`src/rtl/frame_scanout_if.sv`:
```
// Frame read port and pixel output stream of the frame scanout engine.
interface frame_scanout_if #(
    parameter int WIDTH       = 640,
    parameter int HEIGHT      = 480,
    parameter int COLOR_WIDTH = 24
);
    localparam int XW = $clog2(WIDTH);
    localparam int YW = $clog2(HEIGHT);

    logic                   rd_en;
    logic [XW-1:0]          rd_x;
    logic [YW-1:0]          rd_y;
    logic [COLOR_WIDTH-1:0] canvas_rdata;
    logic [COLOR_WIDTH-1:0] cursor_rdata;

    logic                   pix_valid;
    logic                   pix_ready;
    logic [COLOR_WIDTH-1:0] pix_color;
    logic [XW-1:0]          pix_x;
    logic [YW-1:0]          pix_y;
    logic                   pix_sof;
    logic                   pix_eol;

    modport master (
        output rd_en, rd_x, rd_y,
        input  canvas_rdata, cursor_rdata,
        output pix_valid, pix_color, pix_x, pix_y, pix_sof, pix_eol,
        input  pix_ready
    );

    modport slave (
        input  rd_en, rd_x, rd_y,
        output canvas_rdata, cursor_rdata,
        input  pix_valid, pix_color, pix_x, pix_y, pix_sof, pix_eol,
        output pix_ready
    );
endinterface

```
`src/rtl/frame_scanout.sv`:
```
// Frame scanout: raster-order reads of canvas and cursor layers, composites
// them and streams the pixels through a 2-entry output FIFO.
module frame_scanout #(
    parameter int                     WIDTH       = 640,
    parameter int                     HEIGHT      = 480,
    parameter int                     COLOR_WIDTH = 24,
    parameter logic [COLOR_WIDTH-1:0] COLOR_NONE  = '0
) (
    input  logic             clk,
    input  logic             reset_n,
    input  logic             start,
    input  logic             abort,
    output logic             busy,
    output logic             done,
    frame_scanout_if.master  bus
);
    localparam int XW = $clog2(WIDTH);
    localparam int YW = $clog2(HEIGHT);
    localparam logic [XW-1:0] X_LAST = XW'(WIDTH - 1);
    localparam logic [YW-1:0] Y_LAST = YW'(HEIGHT - 1);

    localparam logic [1:0] IDLE  = 2'd0;
    localparam logic [1:0] SCAN  = 2'd1;
    localparam logic [1:0] DRAIN = 2'd2;

    logic [1:0]             state_q;
    logic [XW-1:0]          rd_x_q;
    logic [YW-1:0]          rd_y_q;
    logic                   ifl_q;
    logic [XW-1:0]          ifl_x_q;
    logic [YW-1:0]          ifl_y_q;
    logic [1:0]             count_q;
    logic                   wr_ptr_q;
    logic                   rd_ptr_q;
    logic [COLOR_WIDTH-1:0] mem_c [2];
    logic [XW-1:0]          mem_x [2];
    logic [YW-1:0]          mem_y [2];

    logic [COLOR_WIDTH-1:0] in_color;
    logic [COLOR_WIDTH-1:0] head_c;
    logic [XW-1:0]          head_x;
    logic [YW-1:0]          head_y;
    logic [2:0]             occ;
    logic                   from_mem;
    logic                   head_valid;
    logic                   pop;
    logic                   pop_mem;
    logic                   push;
    logic                   rd_go;
    logic                   last_rd;

    // Composite, select FIFO head and derive handshake/strobe outputs.
    // When the FIFO is empty the returning read is presented directly, so a
    // pixel is visible the cycle its data arrives and is only stored if it
    // is not accepted straight away.
    always_comb begin
        in_color   = (bus.cursor_rdata != COLOR_NONE) ? bus.cursor_rdata : bus.canvas_rdata;
        from_mem   = (count_q != 2'd0);
        head_valid = from_mem || ifl_q;
        head_c     = from_mem ? mem_c[rd_ptr_q] : in_color;
        head_x     = from_mem ? mem_x[rd_ptr_q] : ifl_x_q;
        head_y     = from_mem ? mem_y[rd_ptr_q] : ifl_y_q;
        occ        = {1'b0, count_q} + {2'b00, ifl_q};
        pop        = head_valid && bus.pix_ready;
        pop_mem    = pop && from_mem;
        push       = ifl_q && !(pop && !from_mem);
        rd_go      = (state_q == SCAN) && !abort && (occ < 3'd2);
        last_rd    = (rd_x_q == X_LAST) && (rd_y_q == Y_LAST);
        busy       = (state_q != IDLE);
        done       = (state_q == DRAIN) && !abort && pop && (head_x == X_LAST) && (head_y == Y_LAST);

        bus.rd_en     = rd_go;
        bus.rd_x      = rd_x_q;
        bus.rd_y      = rd_y_q;
        bus.pix_valid = head_valid;
        bus.pix_color = head_valid ? head_c : '0;
        bus.pix_x     = head_valid ? head_x : '0;
        bus.pix_y     = head_valid ? head_y : '0;
        bus.pix_sof   = head_valid && (head_x == '0) && (head_y == '0);
        bus.pix_eol   = head_valid && (head_x == X_LAST);
    end

    // FIFO storage for pixels that were not accepted on arrival.
    always_ff @(posedge clk) begin
        if (push) begin
            mem_c[wr_ptr_q] <= in_color;
            mem_x[wr_ptr_q] <= ifl_x_q;
            mem_y[wr_ptr_q] <= ifl_y_q;
        end
    end

    // FSM, read coordinate counters, in-flight tracking and FIFO pointers.
    always_ff @(posedge clk or negedge reset_n) begin
        if (!reset_n) begin
            state_q  <= IDLE;
            rd_x_q   <= '0;
            rd_y_q   <= '0;
            ifl_q    <= 1'b0;
            ifl_x_q  <= '0;
            ifl_y_q  <= '0;
            count_q  <= '0;
            wr_ptr_q <= 1'b0;
            rd_ptr_q <= 1'b0;
        end else if (busy && abort) begin
            state_q  <= IDLE;
            rd_x_q   <= '0;
            rd_y_q   <= '0;
            ifl_q    <= 1'b0;
            count_q  <= '0;
            wr_ptr_q <= 1'b0;
            rd_ptr_q <= 1'b0;
        end else begin
            case (state_q)
                IDLE:    if (start) state_q <= SCAN;
                SCAN:    if (rd_go && last_rd) state_q <= DRAIN;
                DRAIN:   if (done) state_q <= IDLE;
                default: state_q <= IDLE;
            endcase
            if (state_q == IDLE && start) begin
                rd_x_q <= '0;
                rd_y_q <= '0;
            end else if (rd_go) begin
                if (rd_x_q == X_LAST) begin
                    rd_x_q <= '0;
                    rd_y_q <= (rd_y_q == Y_LAST) ? '0 : rd_y_q + 1'b1;
                end else begin
                    rd_x_q <= rd_x_q + 1'b1;
                end
            end
            ifl_q <= rd_go;
            if (rd_go) begin
                ifl_x_q <= rd_x_q;
                ifl_y_q <= rd_y_q;
            end
            if (push)    wr_ptr_q <= ~wr_ptr_q;
            if (pop_mem) rd_ptr_q <= ~rd_ptr_q;
            count_q <= count_q + {1'b0, push} - {1'b0, pop_mem};
        end
    end
endmodule

```
`src/flat_wrapper.sv`:
```
// flat-port wrapper written by rule: the top's interface ports become plain ports
module frame_scanout_flat 
#(
    parameter int                     WIDTH       = 640,
    parameter int                     HEIGHT      = 480,
    parameter int                     COLOR_WIDTH = 24,
    parameter logic [COLOR_WIDTH-1:0] COLOR_NONE  = '0
)
  (clk, reset_n, start, abort, busy, done, bus_rd_en, bus_rd_x, bus_rd_y, bus_canvas_rdata, bus_cursor_rdata, bus_pix_valid, bus_pix_color, bus_pix_x, bus_pix_y, bus_pix_sof, bus_pix_eol, bus_pix_ready);
  frame_scanout_if #(.WIDTH(WIDTH), .HEIGHT(HEIGHT), .COLOR_WIDTH(COLOR_WIDTH)) bus_i ();
  input  logic clk;
  input  logic reset_n;
  input  logic start;
  input  logic abort;
  output logic busy;
  output logic done;
  output wire logic [$bits(bus_i.rd_en)-1:0] bus_rd_en;
  output wire logic [$bits(bus_i.rd_x)-1:0] bus_rd_x;
  output wire logic [$bits(bus_i.rd_y)-1:0] bus_rd_y;
  input wire logic [$bits(bus_i.canvas_rdata)-1:0] bus_canvas_rdata;
  input wire logic [$bits(bus_i.cursor_rdata)-1:0] bus_cursor_rdata;
  output wire logic [$bits(bus_i.pix_valid)-1:0] bus_pix_valid;
  output wire logic [$bits(bus_i.pix_color)-1:0] bus_pix_color;
  output wire logic [$bits(bus_i.pix_x)-1:0] bus_pix_x;
  output wire logic [$bits(bus_i.pix_y)-1:0] bus_pix_y;
  output wire logic [$bits(bus_i.pix_sof)-1:0] bus_pix_sof;
  output wire logic [$bits(bus_i.pix_eol)-1:0] bus_pix_eol;
  input wire logic [$bits(bus_i.pix_ready)-1:0] bus_pix_ready;
  assign bus_rd_en = bus_i.rd_en;
  assign bus_rd_x = bus_i.rd_x;
  assign bus_rd_y = bus_i.rd_y;
  assign bus_i.canvas_rdata = bus_canvas_rdata;
  assign bus_i.cursor_rdata = bus_cursor_rdata;
  assign bus_pix_valid = bus_i.pix_valid;
  assign bus_pix_color = bus_i.pix_color;
  assign bus_pix_x = bus_i.pix_x;
  assign bus_pix_y = bus_i.pix_y;
  assign bus_pix_sof = bus_i.pix_sof;
  assign bus_pix_eol = bus_i.pix_eol;
  assign bus_i.pix_ready = bus_pix_ready;
  frame_scanout #(.WIDTH(WIDTH), .HEIGHT(HEIGHT), .COLOR_WIDTH(COLOR_WIDTH), .COLOR_NONE(COLOR_NONE)) u_core (.clk(clk), .reset_n(reset_n), .start(start), .abort(abort), .busy(busy), .done(done), .bus(bus_i));
endmodule
```
`config.mk`:
```
export PLATFORM = sky130hd
export DESIGN_NAME = frame_scanout_flat
export DESIGN_NICKNAME = d
export VERILOG_FILES = /design/src/rtl/frame_scanout_if.sv /design/src/rtl/frame_scanout.sv /design/src/flat_wrapper.sv
export SDC_FILE = /design/constraint.sdc
export NUM_CORES = 1
export LEC_CHECK = 0
export CAP_MARGIN = 20
export CORE_MARGIN = 2
export CORE_UTILIZATION = 44
export DETAILED_ROUTE_END_ITERATION = 8
export PLACE_DENSITY = 0.68
export SLEW_MARGIN = 0
export SYNTH_ARGS = -nofsm -noshare
export SYNTH_HDL_FRONTEND = slang
export SYNTH_SLANG_ARGS = --single-unit
```
`constraint.sdc`:
```
create_clock -name clk -period 4.2 [get_ports clk]
set_input_delay 0.42 -clock clk [delete_from_list [all_inputs] [get_ports clk]]
set_output_delay 0.42 -clock clk [all_outputs]
set_load 0.02 [all_outputs]
```
Word-level counts from Yosys, hierarchy flattened
Memory sizes are Yosys's and may differ from the RTL's.
Index checks and enable logic that the tools add are counted.
{ "op_classes": {"n_reduce_logical": 34, "bitwise": 3, "add_sub_neg": 5, "order_cmp": 1, "eq_ne": 9, "mux": 29} }
{ "op_table": {"columns": ["op", "n"], "rows": [
  ["24-bit 2-to-1 mux", 3],
  ["9-bit 2-to-1 mux", 7],
  ["10-bit 2-to-1 mux", 6],
  ["24-bit nonzero test", 1],
  ["10-bit == test (second input constant)", 2],
  ["9-bit == test (second input constant)", 2],
  ["1-bit logical AND", 17],
  ["10-bit by 1-bit adder with 10-bit output (second input constant)", 1],
  ["10-bit logical NOT", 1],
  ["2-bit 2-to-1 mux", 5],
  ["9-bit by 1-bit adder with 9-bit output (second input constant)", 1],
  ["9-bit logical NOT", 1],
  ["2-bit nonzero test", 4],
  ["1-bit 2-to-1 mux", 7],
  ["3-bit inequality test (second input constant)", 2],
  ["2-bit case mux with 3 select lines", 1],
  ["3-bit nonzero test", 2],
  ["2-bit AND reduction", 2],
  ["2-bit by 1-bit adder with 3-bit output", 1],
  ["1-bit logical NOT", 3],
  ["3-bit by 2-bit < comparator with 1-bit output (second input constant)", 1],
  ["3-bit by 2-bit inequality test with 1-bit output (second input constant)", 1],
  ["1-bit inverter", 3],
  ["3-bit AND reduction", 1],
  ["6 further kinds", 6]
]} }
{ "word_totals": {"in_bits": 53, "mem_count": 3, "ramBits": 86, "word_cells": 93, "out_inout_bits": 68, "ff_bits": 45} }
{ "memory_table": {"columns": ["memory", "depth", "width", "read_ports", "rd_clocked_by_memory_dff", "write_ports", "line_no", "source"], "rows": [
  ["u_core.mem_c", 2, 24, 1, 0, 1, "frame_scanout.sv:35", "logic [COLOR_WIDTH-1:0] mem_c [2];"],
  ["u_core.mem_x", 2, 10, 1, 0, 1, "frame_scanout.sv:36", "logic [XW-1:0] mem_x [2];"],
  ["u_core.mem_y", 2, 9, 1, 0, 1, "frame_scanout.sv:37", "logic [YW-1:0] mem_y [2];"]
]} }

Logic depth before layout (Yosys ltp)
Gate-level depths: netlist of the first run.
{ "logic_depth": {"ltp_word": 9, "ltp_mapped": 11, "ltp_nobuf": 8} }

Least setup slack after synthesis of the first run
Ideal clock, no wire load.
{ "synth_path": {"kind": "flip-flop to flip-flop", "from": "register u_core.count_q[1]", "to": "memory u_core.mem_c[0][0], enable pin", "stages_incl_launch_ff": 4, "t_arrival_ns": 2.850, "period_less_slack_ns": 3.298, "required_ns": 3.751, "n_path_buf": 0, "setup_slack_ns": 0.902, "setup_ns": 0.449, "cell_sequence": "dfrtp_1 -> nor2_1 -> a21boi_0 -> nor2b_1"} }
{ "synth_via": {"elab_chain_len": 8, "elab_cells_between_ends": 9, "cone_classes": "mux (2); reduce/logical (7)"} }
{ "synth_lines": {"columns": ["item", "line_no", "source"], "rows": [
  ["from (decl)", "frame_scanout.sv:32", "logic [1:0] count_q;"],
  ["from (signal assigned)", "frame_scanout.sv:137", "count_q <= count_q + {1'b0, push} - {1'b0, pop_mem};"],
  ["2-bit nonzero test (*)", "frame_scanout.sv:58", "from_mem = (count_q != 2'd0);"],
  ["1-bit logical OR", "frame_scanout.sv:59", "head_valid = from_mem || ifl_q;"],
  ["1-bit logical AND", "frame_scanout.sv:64", "pop = head_valid && bus.pix_ready;"],
  ["1-bit logical AND (*)", "frame_scanout.sv:66", "push = ifl_q && !(pop && !from_mem);"],
  ["1-bit logical NOT (*)", "frame_scanout.sv:66", null],
  ["1-bit logical AND (*)", "frame_scanout.sv:66", null],
  ["1-bit 2-to-1 mux (*)", "frame_scanout.sv:85", "if (push) begin"],
  ["1-bit 2-to-1 mux (implied by the code) (*)", "frame_scanout.sv:86", "mem_c[wr_ptr_q] <= in_color;"],
  ["to (decl)", "frame_scanout.sv:35", null]
]} }
Every way passes the cells marked *; elsewhere a longest branch is shown, timed or not.

Worst setup path after layout of the first run
{ "layout_path": {"from": "register u_core.rd_ptr_q", "to": "output bus_pix_sof"} }
{ "layout_via": {"elab_chain_len": 5, "elab_cells_between_ends": 8, "cone_classes": "mux (2); reduce/logical (4); memory (2)"} }
{ "layout_lines": {"columns": ["item", "line_no", "source"], "rows": [
  ["from (decl)", "frame_scanout.sv:34", "logic rd_ptr_q;"],
  ["from (signal assigned)", "frame_scanout.sv:136", "if (pop_mem) rd_ptr_q <= ~rd_ptr_q;"],
  ["memory 2 x 10 bit", null, null],
  ["10-bit 2-to-1 mux", "frame_scanout.sv:61", "head_x = from_mem ? mem_x[rd_ptr_q] : ifl_x_q;"],
  ["10-bit logical NOT", "frame_scanout.sv:79", "bus.pix_sof = head_valid && (head_x == '0) && (head_y == '0);"],
  ["1-bit logical AND", "frame_scanout.sv:79", null],
  ["1-bit logical AND (*)", "frame_scanout.sv:79", null],
  ["to (decl)", "flat_wrapper.sv:26", "output wire logic [$bits(bus_i.pix_sof)-1:0] bus_pix_sof;"]
]} }
Marked as above.

==> flow_metrics.tcl, run 1 <==
set metrics [dict create \
    cap_viol_max_count 0 \
    synth_fp_nets 571 \
    worstPathCellList "buf_4 > mux2i_1 > nand2_1 > o21ai_0 > nand4_1 > nor4_1 > clkdlybuf4s50_1" \
    rows 42 \
    gp_congestion 0.938 \
    synth_edf_count 86 \
    utilization_pct 60.4 \
    status "finished, final reports clean" \
    synth_area_um2 5990 \
    viasPerCell 5.39 \
    cts.reportedPaths.clkPinSlew_ns 0.06 \
    final_nets 699 \
    place_ws_ns 0.546 \
    hold_viol 0 \
    grt_pass1_wl_um 22100 \
    n_fill_cell 1098 \
    setup_viol 0 \
    start_kind "flop" \
    clock-sinks 131 \
    grt_pass1_vias 4453 \
    grt_max_degree 46 \
    coreArea_um2 13300 \
    synth-main-ff-cell "edfxtp_1" \
    ys.warnings.count 0 \
    drc 0 \
    synth_cell_type_count 42 \
    antenna_cells 0 \
    ys_async_sr_fraction_pct 34.4 \
    power_density_nw_per_um2 602 \
    cp_max_fo 25 \
    fin_crit_sh_pct 91.4 \
    wl_um 14000 \
    vdd_drop_max_mv 0.388 \
    grt_util_all_layers_pct 19.7 \
    hold_class "in -> async" \
    grt_overflow 0 \
    worst_slack_ns 0.363 \
    port_buffers 120 \
    drt-pass1-iter-count 5 \
    cts_root_buf "clkbuf_16" \
    fp.dieH_um 121 \
    fin_skew_ns 0.00747 \
    holdWs_ns 0.374 \
    io_pins 121 \
    start_util_pct 45.1 \
    synthToLayoutAreaGrowth_pct 34.0 \
    synth.largest_area_cell "edfxtp_1" \
    synth_area_leaders "edfxtp_1 (43%), dfrtp_1 (19%), mux2i_1 (7.2%), nand2_1 (4.5%), mux2_2 (3.2%)" \
    max-slew-margin-rel_pct 28.5 \
    dp_hpwl_um 9740 \
    crit_path_end_kind "output port" \
    leakage_nw 3.17 \
    die_w_um 121 \
    drt-initial-drc-count 216 \
    dieArea_um2 14600 \
    slowest_delay_ns 0.71 \
    clockBufferDepth 2 \
    layout-drive-gt1-share_pct 9.92 \
    postRouteAntennaNets 0 \
    rsz0062_at_grt "no" \
    fin_crit_ns 3.84 \
    synthCells 514 \
    avgSynthCellArea_um2 11.7 \
    wire_per_inst_um 16.8 \
    ys_seq_area_share_pct 61.9 \
    cts_buffers 17 \
    cpMaxStageDelayCell "clkdlybuf4s50_1" \
    ys_seq_elements 131 \
    maxSlewViolCount 0 \
    cp.arrival_ns 3.42 \
    htree_levels 4 \
    insertion_delay_ns 0.41 \
    cts_tree "yes" \
    antenna_found_initial 0 \
    vias 4476 \
    yosys.area.top_type_share_pct 43.1 \
    tightest_slew_ns 1.07 \
    post_cts_buffers 0 \
    required_ns 3.78 \
    setup_tns_ns 0 \
    fmax_mhz 261 \
    critical_path_class "reg -> out" \
]
sequential cells by signal (all words and copies together), names as in the netlist:
register	cells
u_core.wr_ptr_q	1
u_core.rd_ptr_q	1
u_core.mem_c	48
u_core.state_q	2
u_core.ifl_q	1
u_core.bus.rd_x	10
u_core.mem_x	20
u_core.mem_y	18
u_core.ifl_y_q	9
u_core.ifl_x_q	10
u_core.count_q	2
u_core.bus.rd_y	9
critical path, delay by kind of cell (launching register included):
kind | cells | cell delay [ns]
compound gates | 1 | 0.13
buf+inv | 2 | 1.19
flops | 1 | 0.65
mux | 1 | 0.33
simple gates | 3 | 0.69
layout by cell type (no fill, tap or decap), types with 9 or more instances in the layout:
master,Yosys,layout
a21oi_1,37,37
edfxtp_1,86,86
nand2_1,72,72
mux2_2,17,17
xor2_1,9,9
buf_4,1,10
clkdlybuf4s50_1,0,119
inv_1,32,32
o21ai_0,9,9
nor4_1,10,10
o22ai_1,24,24
clkbuf_16,0,17
mux2i_1,43,43
nor2_1,37,37
dfrtp_1,45,44
cell families after synthesis:
family / count (synthesis) / share of synthesized area [%]
DFF: 131 / 61.9
muxes: 60 / 10.4
xor gates and xnor gates: 12 / 1.75
AOI/OAI and AO/OA: 83 / 8.04
buffers and inverters: 55 / 3.76
adders and majority gates: 4 / 0.835
and+or+nand+nor: 169 / 13.3
worst paths after layout:
check                                               from                        endpoint  slack [ns]  cells past startpoint
min reg2reg                u_core.ifl_x_q[6]$_DFFE_PN0P_    u_core.mem_x[1][6]$_DFFE_PP_        0.50                      0
max reg2reg                  u_core.count_q[0]$_DFF_PN0_   u_core.state_q[1]$_DFFE_PN0P_        1.56                      5
min                                              reset_n  u_core.bus.rd_y[5]$_DFFE_PN0P_        0.37                      2
max                          u_core.rd_ptr_q$_DFFE_PN0P_                     bus_pix_sof        0.36                      7
min in group clk           u_core.ifl_x_q[6]$_DFFE_PN0P_    u_core.mem_x[1][6]$_DFFE_PP_        0.50                      0
max in group asynchronous                        reset_n     u_core.rd_ptr_q$_DFFE_PN0P_        3.37                      3
metrics by stage:
stage / cell area, um2 / total power, mW / instances
finish: 8030 / 4.84 / 831
global placement: 7390 / 3.34 / 797
CTS: 8000 / 4.86 / 829
detailed placement: 7390 / 3.37 / 797
floorplan: 5990 / 2.64 / 514
global route: 8030 / 5.03 / 831
layout make-up:
cell class                      instances  area [um2]  share of cell area, %
Clock buffer                           17         425                   5.30
Clock inverter                         15         183                   2.27
Inverter                               32         120                   1.50
Multi-Input combinational cell        328        2070                   25.8
Sequential cell                       131        3710                   46.2
Tap cell                              176         220                   2.74
Timing Repair Buffer                  132        1300                   16.2
synthesized netlist by cell type (all sizes together), types with 5 or more instances:
library cell and instances:
mux2i 43, mux2 17, nand2 72, dfrtp 45, xor2 9, o21ai 9
or3 5, clkbuf 12, o22ai 24, nand4 8, a21oi 37, edfxtp 86
buf 11, nor2 37, nand3 8, nor4 10, inv 32
metal layers:
layer	track usage, %	wire, um	vias to the layer above
met3	5.09	952	31
met4	8.43	375	0
li1	-	-	2124
met5	0	0	-
met2	32.3	6660	179
met1	24.9	6010	2142
power breakdown:
| part | internal, mW | total (mW) | switching, mW |
|---|---|---|---|
| sequential | 1.50 | 1.58 | 0.0827 |
| combinational | 0.787 | 1.77 | 0.979 |
| clock | 0.937 | 1.49 | 0.553 |
what timing repair did:
| action | 4_1_cts | 5_1_grt |
|---|---|---|
| endpoints found under the setup margin | 0 | 1 |
| hold endpoints to repair | 0 | 5 |
| resized for setup | 0 | 1 |
| hold buffers | 0 | 1 |
(Power assumes the default switching activity.)
==> inputs of run 2 (changes only) <==
- PLACE_DENSITY: 0.68 -> 0.7
==> flow_metrics.tcl, run 2 (same netlist as run 1, synthesis figures left out) <==
set metrics [dict create \
    final_nets 698 \
    start_kind "flop" \
    clkPwrFrac_pct 30.5 \
    io_pins 121 \
    p_comb_share_pct 36.5 \
    cp_max_fo 23 \
    grt_util_all_layers_pct 20.5 \
    tightest_slew_ns 1.06 \
    fin_crit_ns 3.66 \
    slowest_delay_ns 0.69 \
    rows 42 \
    setup_viol 0 \
    regMostFlops "u_core.mem_c" \
    fp.dieH_um 121 \
    grt_pass1_vias 4546 \
    coreArea_um2 13300 \
    cpLargestDelayFamily "simple AND/OR/NAND/NOR gates" \
    die_w_um 121 \
    clockBufferDepth 2 \
    vdd_drop_max_mv 0.287 \
    max-slew-margin-rel_pct 29.0 \
    leakage_nw 3.16 \
    power_frac_seq_pct 33.0 \
    drt-initial-drc-count 206 \
    cts_tree "yes" \
    dieArea_um2 14600 \
    wire_per_inst_um 17.3 \
    port_buffers 120 \
    viasPerCell 5.37 \
    rsz0062_at_grt "no" \
    place_inst 796 \
    hold_class "in -> async" \
    top_regs "u_core.mem_c: 48 flops, u_core.mem_x: 20 flops, u_core.mem_y: 18 flops" \
    cts.reportedPaths.clkPinSlew_ns 0.05 \
    crit_path_end_kind "output port" \
    insertion_delay_ns 0.42 \
    synthToLayoutAreaGrowth_pct 33.6 \
    htree_levels 4 \
    clock-sinks 131 \
    stdcell_count 830 \
    dp_hpwl_um 9970 \
    drc 0 \
    antenna_found_initial 0 \
    required_ns 3.78 \
    critical_path_class "reg -> out" \
    setup_tns_ns 0 \
    hold_viol 0 \
    internal-power_mw 3.20 \
    post_cts_buffers 0 \
    crit_buf_inv 2 \
    grt_overflow 0 \
    cts_buffers 17 \
    vias 4461 \
    place_ws_ns 0.611 \
    fin_skew_ns 0.00694 \
    worst_slack_ns 0.543 \
    p_total_mw 4.80 \
    antenna_cells 0 \
    fin_crit_sh_pct 87.1 \
    fmax_mhz 273 \
    grt_max_degree 46 \
    status "finished, final reports clean" \
    swShare_pct 33.3 \
    drt-pass1-iter-count 5 \
    path_depth 6 \
    cap_viol_max_count 0 \
    postRouteAntennaNets 0 \
    start_util_pct 45.1 \
    cts_root_buf "clkbuf_16" \
    cpMaxStageDelayCell "clkdlybuf4s50_1" \
    layout_commonest_cell "clkdlybuf4s50_1" \
    wl_um 14300 \
    p_sw_mw 1.60 \
    final_cell_mix "clkdlybuf4s50_1 (119), edfxtp_1 (86), nand2_1 (72), dfrtp_1 (44), mux2i_1 (43)" \
    power_density_nw_per_um2 599 \
    cp.arrival_ns 3.24 \
    maxSlewViolCount 0 \
    gp_congestion 0.862 \
    largest_reg_flops 48 \
    r2r_cells 5 \
    layout-drive-gt1-share_pct 9.63 \
    grt_pass1_wl_um 22900 \
    worstPathCellList "or2_2 > buf_4 > mux2i_1 > nand4_1 > nor4_1 > clkdlybuf4s50_1" \
]
[run 2: metal layers]
layer | track usage (%) | up-vias | part of all wire, %
met5 | 0 | - | 0
met2 | 33.8 | 163 | 48
li1 | - | 2114 | -
met3 | 5.61 | 33 | 6.6
met1 | 24.9 | 2151 | 43
met4 | 9.88 | 0 | 2.7
[run 2: repair_timing]
action                                  CTS  global route
hold buffers                              0             1
hold endpoints to repair                  0             7
resized for setup                         0             1
endpoints found under the setup margin    0             1
[run 2: worst register-to-register path: cells and delay by family (launching register included)]
| family | cells | cell delay [ns] |
|---|---|---|
| flops | 1 | 0.42 |
| compound gates | 1 | 0.19 |
| mux | 1 | 0.22 |
| simple gates | 3 | 1.65 |
[run 2: stage by stage]
stage	hold WS, ns	util [%]	cell area [um2]
finish	0.371	60.2	8010
global route	0.378	60.2	8010
CTS	0.196	60.0	7980
detailed placement	0.487	55.5	7380
global placement	0.488	55.5	7380
floorplan	0.124	-	5990
[run 2: final timing paths]
check	startpoint	to	slack, ns
max reg2reg	u_core.count_q[0]$_DFF_PN0_	u_core.state_q[1]$_DFFE_PN0P_	1.61
min reg2reg	u_core.ifl_y_q[0]$_DFFE_PN0P_	u_core.mem_y[1][0]$_DFFE_PP_	0.50
min	reset_n	u_core.bus.rd_y[5]$_DFFE_PN0P_	0.37
min in group clk	u_core.ifl_y_q[0]$_DFFE_PN0P_	u_core.mem_y[1][0]$_DFFE_PP_	0.50
max	u_core.count_q[1]$_DFF_PN0_	bus_pix_sof	0.54
max in group asynchronous	reset_n	u_core.rd_ptr_q$_DFFE_PN0P_	3.36
[run 2: cell type report]
cell class / instances / area (um2)
Sequential cell: 131 / 3710
Fill cell: 1084 / 5290
Clock inverter: 15 / 166
Tap cell: 176 / 220
Multi-Input combinational cell: 328 / 2070
Timing Repair Buffer: 131 / 1290
Clock buffer: 17 / 425
Inverter: 32 / 120
[run 2: power groups by stage]
stage / logic (mW) / registers (mW) / clock network [mW]
global placement: 1.73 / 1.60 / 0
floorplan: 1.08 / 1.56 / 0
detailed placement: 1.75 / 1.61 / 0
global route: 1.87 / 1.60 / 1.54
CTS: 1.76 / 1.58 / 1.49
finish: 1.75 / 1.58 / 1.46
==> inputs of run 3 (changes only) <==
--- a/config.mk
+++ b/config.mk
@@ -11,6 +11,8 @@
 export DETAILED_ROUTE_END_ITERATION = 8
 export PLACE_DENSITY = 0.7
+export SETUP_SLACK_MARGIN = 0.15
 export SLEW_MARGIN = 0
 export SYNTH_ARGS = -nofsm -noshare
 export SYNTH_HDL_FRONTEND = slang
 export SYNTH_SLANG_ARGS = --single-unit
+export TNS_END_PERCENT = 1
==> constraint.sdc (replaced) <==
create_clock -name clk -period 4.2 [get_ports clk]
set_input_delay 0.42 -clock clk [delete_from_list [all_inputs] [get_ports clk]]
set_output_delay 0.42 -clock clk [all_outputs]
set_load 0.05 [all_outputs]
==> flow_metrics.tcl, run 3 (same netlist as run 1, synthesis figures left out) <==
set metrics [dict create \
    status "finished, final reports clean" \
    grt_pass1_wl_um 22200 \
    slowest_delay_ns 0.88 \
    ff2ff_setup_slack_ns 1.68 \
    dieArea_um2 14600 \
    fmax_mhz 263 \
    postRouteAntennaNets 0 \
    wire_per_inst_um 16.9 \
    cpMaxStageDelayCell "clkdlybuf4s50_1" \
    cts_buffers 17 \
    cp-startpoint "u_core.count_q[1]$_DFF_PN0_" \
    port_buffers 120 \
    setup_tns_ns 0 \
    seq_area_um2 3710 \
    internal-power_mw 3.15 \
    n_fill_cell 1147 \
    grt_max_degree 46 \
    critical_path_class "reg -> out" \
    required_ns 3.78 \
    stdcell_count 827 \
    gp_congestion 0.865 \
    die_w_um 121 \
    grt_util_all_layers_pct 19.6 \
    start_kind "flop" \
    p_comb_share_pct 42.0 \
    cap_viol_max_count 0 \
    start_util_pct 45.1 \
    place_inst 795 \
    cts_root_buf "clkbuf_16" \
    place_ws_ns 0.652 \
    layout-drive-gt1-share_pct 12.7 \
    fin_crit_sh_pct 90.6 \
    fin_crit_ns 3.80 \
    swShare_pct 40.0 \
    worst_path_most_repeated_cell "nor4_1" \
    utilization_pct 59.5 \
    clkPwrFrac_pct 27.8 \
    insertion_delay_ns 0.41 \
    crit_buf_inv 2 \
    r2r_start "u_core.count_q[1]$_DFF_PN0_" \
    power_density_nw_per_um2 664 \
    setup_viol 0 \
    final_cell_mix "clkdlybuf4s50_1 (94), edfxtp_1 (86), nand2_1 (72), dfrtp_1 (44), mux2i_1 (43)" \
    worstPathCellList "or2_1 > buf_4 > mux2i_1 > nor4_1 > nand3_1 > nor4_1 > clkdlybuf4s50_1" \
    wl_um 14000 \
    htree_levels 4 \
    cts_tree "yes" \
    crit_path_end_kind "output port" \
    grt_pass1_vias 4475 \
    power_frac_seq_pct 30.1 \
    io_pins 121 \
    p_sw_mw 2.10 \
    antenna_cells 0 \
    cts_resized 0 \
    clockBufferDepth 2 \
    viasPerCell 5.36 \
    rows 42 \
    clock-sinks 131 \
    top_regs "u_core.mem_c: 48 flops, u_core.mem_x: 20 flops, u_core.mem_y: 18 flops" \
    hold_viol 0 \
    post_cts_buffers 0 \
    drt-pass1-iter-count 5 \
    layout_commonest_cell "clkdlybuf4s50_1" \
    coreArea_um2 13300 \
    synthToLayoutAreaGrowth_pct 32.1 \
    maxSlewViolCount 0 \
    tightest_slew_ns 1.07 \
    hold_class "in -> async" \
    dp_hpwl_um 9590 \
    hold_buffers 0 \
    antenna_found_initial 0 \
    cp.arrival_ns 3.38 \
    rsz0062_at_grt "no" \
    drc 0 \
    regMostFlops "u_core.mem_c" \
    final_nets 695 \
    fin_skew_ns 0.00748 \
    largest_reg_flops 48 \
    multi_input_area_um2 2070 \
    vdd_drop_max_mv 0.296 \
    cts.reportedPaths.clkPinSlew_ns 0.06 \
    worst_slack_ns 0.395 \
    grt_overflow 0 \
    drt-initial-drc-count 207 \
    max-slew-margin-rel_pct 28.4 \
    p_total_mw 5.25 \
    cpLargestDelayFamily "simple AND/OR/NAND/NOR gates" \
    fp.dieH_um 121 \
    cp_max_fo 25 \
    leakage_nw 3.19 \
    vias 4431 \
]
run 3: per-stage QoR:
| step | area (um2) | hold slack (ns) |
|---|---|---|
| global placement | 7320 | 0.485 |
| floorplan | 5990 | 0.124 |
| detailed placement | 7320 | 0.496 |
| CTS | 7910 | 0.182 |
| finish | 7910 | 0.165 |
| global route | 7910 | 0.240 |
run 3: metal layers:
layer / part of all wire, % / GRT usage, % / up-vias
li1: - / - / 2104
met1: 43 / 24.4 / 2138
met2: 48 / 33.2 / 163
met3: 6.6 / 5.09 / 26
met4: 1.9 / 6.98 / 0
met5: 0 / 0 / -
run 3: path summary, 6_finish.rpt:
| kind | to | cells after the start |
|---|---|---|
| worst max-delay path | done | 7 |
| worst min-delay path | u_core.bus.rd_y[7]$_DFFE_PN0P_ | 1 |
| worst max register to register | u_core.mem_c[1][3]$_DFFE_PP_ | 4 |
| worst min register to register | u_core.mem_y[1][3]$_DFFE_PP_ | 0 |
| max in group asynchronous | u_core.rd_ptr_q$_DFFE_PN0P_ | 1 |
| min in group clk | u_core.mem_y[1][3]$_DFFE_PP_ | 0 |
run 3: worst reg2reg max path: cells and delay by family, from the launching register on:
kind / cells / cell delay [ns]
DFF: 1 / 0.43
AOI/OAI and AO/OA: 1 / 0.45
buffers and inverters: 1 / 0.23
and+or+nand+nor: 2 / 1.02
run 3: final cells by class:
cell class	instances	share of cell area, %
clock buffer	18	5.42
inverter	32	1.52
tap	176	2.78
clock inverter	14	2.07
timing repair buffer	128	15.1
sequential	131	46.9
multi-input combinational	328	26.2
run 3: power by group through the flow:
stage | combinational (mW) | sequential (mW) | clock, mW
3_5_place_dp | 2.21 | 1.61 | 0
2_1_floorplan | 1.59 | 1.57 | 0
6_report | 2.21 | 1.58 | 1.46
4_1_cts | 2.21 | 1.59 | 1.48
5_1_grt | 2.31 | 1.60 | 1.55
3_3_place_gp | 2.19 | 1.60 | 0
